### config.mk
export PLATFORM = sky130hd
export DESIGN_NAME = mul_seq_ctrl
export DESIGN_NICKNAME = d
export VERILOG_FILES = /design/src/rtl/mul_seq_ctrl.sv
export SDC_FILE = /design/constraint.sdc
export NUM_CORES = 1
export LEC_CHECK = 0
export CORE_MARGIN = 2
export CORE_UTILIZATION = 40
export CTS_CLUSTER_DIAMETER = 100
export DETAILED_ROUTE_END_ITERATION = 12
export PLACE_DENSITY_LB_ADDON = 0.2
export SKIP_CTS_REPAIR_TIMING = 1
export SYNTH_ARGS = -nofsm -noshare
export SYNTH_HDL_FRONTEND = slang
export SYNTH_SLANG_ARGS = --single-unit
### constraint.sdc
create_clock -name clk -period 4.4 [get_ports clk]
set_clock_uncertainty 0.05 [all_clocks]
set_input_delay 0.88 -clock clk [delete_from_list [all_inputs] [get_ports clk]]
set_output_delay 0.88 -clock clk [all_outputs]
set_load 0.02 [all_outputs]
### src/rtl/mul_seq_ctrl.sv
// mul_seq_ctrl: control FSM running n_iter multiply iterations per start, with a
// mul_rdy watchdog and busy/done/sticky-error status; state advances on falling clk.
module mul_seq_ctrl #(
    parameter int CNT_W   = 8,
    parameter int TO_W    = 8,
    parameter int TIMEOUT = 64
) (
    input  logic             clk,
    input  logic             rst,
    input  logic             start,
    input  logic [CNT_W-1:0] n_iter,
    input  logic             ready,
    input  logic             mul_rdy,
    output logic             store,
    output logic             mul_start,
    output logic             busy,
    output logic             done,
    output logic             err,
    output logic [CNT_W-1:0] iter_idx
);
    localparam logic [4:0] S_IDLE  = 5'b00001;
    localparam logic [4:0] S_START = 5'b00010;
    localparam logic [4:0] S_MUL   = 5'b00100;
    localparam logic [4:0] S_DONE  = 5'b01000;
    localparam logic [4:0] S_ERR   = 5'b10000;
    localparam logic [TO_W-1:0] WD_LAST = TO_W'(TIMEOUT - 1);

    logic [4:0]       state_q, state_d;
    logic [CNT_W-1:0] rem_q, rem_d, idx_q, idx_d;
    logic [TO_W-1:0]  wdog_q, wdog_d;

    always_comb begin
        state_d = state_q;
        rem_d   = rem_q;
        idx_d   = idx_q;
        wdog_d  = wdog_q;
        if (ready) begin
            state_d = S_IDLE;
        end else if (start) begin
            rem_d   = n_iter;
            idx_d   = '0;
            wdog_d  = '0;
            state_d = (n_iter == '0) ? S_DONE : S_START;
        end else begin
            case (state_q)
                S_START: begin
                    wdog_d  = '0;
                    state_d = S_MUL;
                end
                S_MUL: begin
                    if (mul_rdy) begin
                        if (rem_q == CNT_W'(1)) begin
                            state_d = S_DONE;
                        end else begin
                            rem_d   = rem_q - CNT_W'(1);
                            idx_d   = idx_q + CNT_W'(1);
                            state_d = S_START;
                        end
                    end else begin
                        wdog_d  = wdog_q + TO_W'(1);
                        state_d = (wdog_q == WD_LAST) ? S_ERR : S_MUL;
                    end
                end
                S_DONE:  state_d = S_IDLE;
                S_ERR:   state_d = S_ERR;
                default: state_d = S_IDLE;
            endcase
        end
    end

    always_ff @(negedge clk or posedge rst) begin
        if (rst) begin
            state_q <= S_IDLE;
            rem_q   <= '0;
            idx_q   <= '0;
            wdog_q  <= '0;
        end else begin
            state_q <= state_d;
            rem_q   <= rem_d;
            idx_q   <= idx_d;
            wdog_q  <= wdog_d;
        end
    end

    // combinational strobes are gated by rst so they drop with it asynchronously
    assign store     = !rst && !ready && (start || (state_q == S_MUL && mul_rdy));
    assign mul_start = !rst && !ready && !start && state_q == S_START;
    assign busy      = state_q == S_START || state_q == S_MUL;
    assign done      = state_q == S_DONE;
    assign err       = state_q == S_ERR;
    assign iter_idx  = idx_q;
endmodule
==> key figures <==
Logic synthesis
  • Post-synthesis mux area share: 0.0170
  • Largest family of logic cells by synthesized area: simple AND/OR/NAND/NOR gates
  • Simple-gate area share of the yosys netlist: 0.285
  • XOR/XNOR Fraction of Synth Area: 0
  • Synth Area in Adders: 0.0284
  • Sequential area share after synthesis: 0.412
  • Post-synth ARST share: 1.00
  • Syn Inst Count: 204
  • Number of enable flip-flop cells after synthesis: 0
  • Yosys cell types: 45
  • Syn Area/Cell: 8.65 µm²
  • Post-synthesis compound-gate area fraction: 0.201
  • Synth Cell Area: 0.00176 mm²
  • Post-Syn Nets: 221
  • Most used DFF post-synth: dfrtn_1
  • Synth Register Bits: 29
  • Synth Warn #: 0

Min path
  • Hold WC Path Type: reg2reg
  • Hold path depth: 1
  • Hold wc startpoint: wdog_q[7]
  • Sink of the worst hold path: wdog_q[7]

Routing
  • DRC Markers: 0
  • Vias per cell: 5.52
  • DR pass1 iterations: 4
  • DR iter-0 viols: 100
  • Post-route antenna net violation count: 0
  • Vias: 1740
  • Routed wire length: 4680 µm
  • Wirelength per Cell: 14.8 µm

Power and ir drop
  • Pwr/cell area: 249 mW/mm²
  • Tot Pwr: ~0.63 mW
  • P_leak: between 1 and 1.5 nW
  • VDD IR max: roughly 0.22 mV

Placement
  • Port bufs: 25
  • Post-DP HPWL: 3220 µm
  • Placed insts: 304
  • Placer Congestion: 0.769

Finish
  • Commonest non-fill, non-tap cell in the layout: buf_4
  • Area Growth Syn to Fin: 42.3%
  • Most frequent cells in the layout: buf_4 (31), dfrtn_1 (28), nor2_1 (22)
  • N_diodes: 0
  • Fin cells: 315
  • Fillers: 383
  • Layout cells sized above 1: 0.251
  • Net count, final: roughly 280

Global route
  • Largest net degree at the start of global routing: 30
  • GRT Util Overall: 0.195
  • Number of global-route vias before repair: 1680
  • First-pass GRT wire length: 7820 µm
  • Gr ovfl total: 0
  • Antenna violations before repair: 0

Clock network
  • Root buffer cell: clkbuf_8
  • Clock latency on the worst-skew pair: 330 ps
  • # clock sinks: 29
  • CTS tree: built
  • CTS H-Tree Depth: 2
  • Clk buf depth: 2
  • Total CTS buffers: 5
  • Clock-pin slew on the worst setup and hold paths: 50 ps

Floorplanning
  • Std-Cell Rows: 24
  • Die Height: 70.4 µm
  • Die area: 0.00496 mm²
  • I/O pins: 26
  • Initial Util: 0.411
  • Core ar.: about 0.0043 mm²
  • Die Span X: 70.4 µm

STA
  • Tightest Pin Transition: 490 ps
  • Final Slew Violations: 0
  • Final Hold Viols: 0
  • PnR worst setup slack: -354 ps
  • Finish-stage setup viols: 4
  • Unrepaired setup endpoints after global routing: yes
  • Max_slew headroom: 0.671

Worst setup path
  • Worst Path Max Fanout: 2
  • Crit end category: output pin
  • R2r endpoint: rem_q[0]
  • R2r setup slk: 2300 ps
  • CP Class: reg2out
  • RR Startpoint: state_q[0]
  • CP Launch Type: flip-flop
  • Req. time, crit path: 3470 ps
  • CP arrival: 3820 ps
  • R2R cell count: 8

Status
  • Status: complete, but fails checks
  • Failing checks: negative setup slack

Run
  • Max-cap violations: 0
[flip-flops by register name, summed over array words and instances (netlist names)]
name / flops
iter_idx: 8
rem_q: 8
state_q: 5
wdog_q: 8
[layout make-up]
cell class | count | area [µm²] | share of cell area
sequential | 29 | 727 | 0.289
clock inverter | 3 | 13.8 | 0.00548
timing repair buffer | 60 | 568 | 0.226
inverter | 12 | 45.0 | 0.0179
multi-input combinational | 153 | 1020 | 0.406
tap | 52 | 65.1 | 0.0259
clock buffer | 6 | 72.6 | 0.0289
[worst max-delay path by stage]
stage	start	end	slack, ps	depth (start not counted)
2_1_floorplan	state_q[0]	store	-100	5
6_report	state_q[0]	store	-350	5
3_3_place_gp	state_q[0]	mul_start	-480	5
5_1_grt	state_q[0]	store	-420	5
4_1_cts	state_q[0]	store	-840	5
3_5_place_dp	state_q[0]	store	-490	5
[through the flow]
step	area, µm²	TNS (ps)	util	worst slack, ps	hold WS (ps)
4_1_cts	2390	-6250	0.556	-842	368
5_1_grt	2510	-1300	0.585	-420	402
3_5_place_dp	2300	-10670	0.537	-493	366
3_3_place_gp	2300	-10050	0.537	-476	354
2_1_floorplan	1780	-124	-	-103	337
6_report	2510	-979	0.585	-354	364
[kinds of logic (layout without fill, tap and decap cells)]
logic type | Yosys count | in the layout
mux | 3 | 3
compound gates | 50 | 50
fa+ha+maj | 4 | 4
buf+inv | 22 | 81
simple gates | 96 | 96
flops | 29 | 29
[metal layers]
layer  wire (µm)  GRT usage  vias up  share of wire
met5           0          0        -              0
met4          65     0.0705        0          0.014
met3         251     0.0447        9          0.054
met2        2160      0.295       50           0.46
met1        2200      0.272      811           0.47
li1            -          -      870              -
[synth_stat cells (2+ instances only)]
master    count  area (µm²)
o21ai_0       5        25.0
nor4_1        3        18.8
ha_1          4        50.1
mux2i_1       3        30.0
a311o_1       3        30.0
buf_2         2        10.0
inv_1        13        48.8
clkbuf_1      3        11.3
nor3_1       11        55.1
a21oi_1       9        45.0
nand2_1      15        56.3
a311oi_1      2        17.5
and2_1        3        18.8
nand2b_1      9        56.3
a22oi_1       3        22.5
buf_4         2        15.0
nand4_1       5        31.3
nand4b_1      2        17.5
dfrtn_1      28         701
a221o_1       2        20.0
and3_1        4        25.0
nor2_1       25        93.8
nor2b_1       2        12.5
nand3_1      10        50.1
nor3_2        3        30.0
a31oi_1      12        75.1
a21o_1        3        22.5
[critical path, cell delays in order (launching register included)]
cell and delay (ps):
dfstp_2 360, or3_4 400, nor3_4 200, nor2_2 70, nor3_4 120, buf_6 140
[power by group]
| part | total, mW | switching, mW | internal, mW |
|---|---|---|---|
| Sequential | 0.300 | 0.0180 | 0.282 |
| Combinational | 0.108 | 0.0542 | 0.0537 |
| Clock | 0.217 | 0.107 | 0.111 |
(Power assumes the default switching activity.)
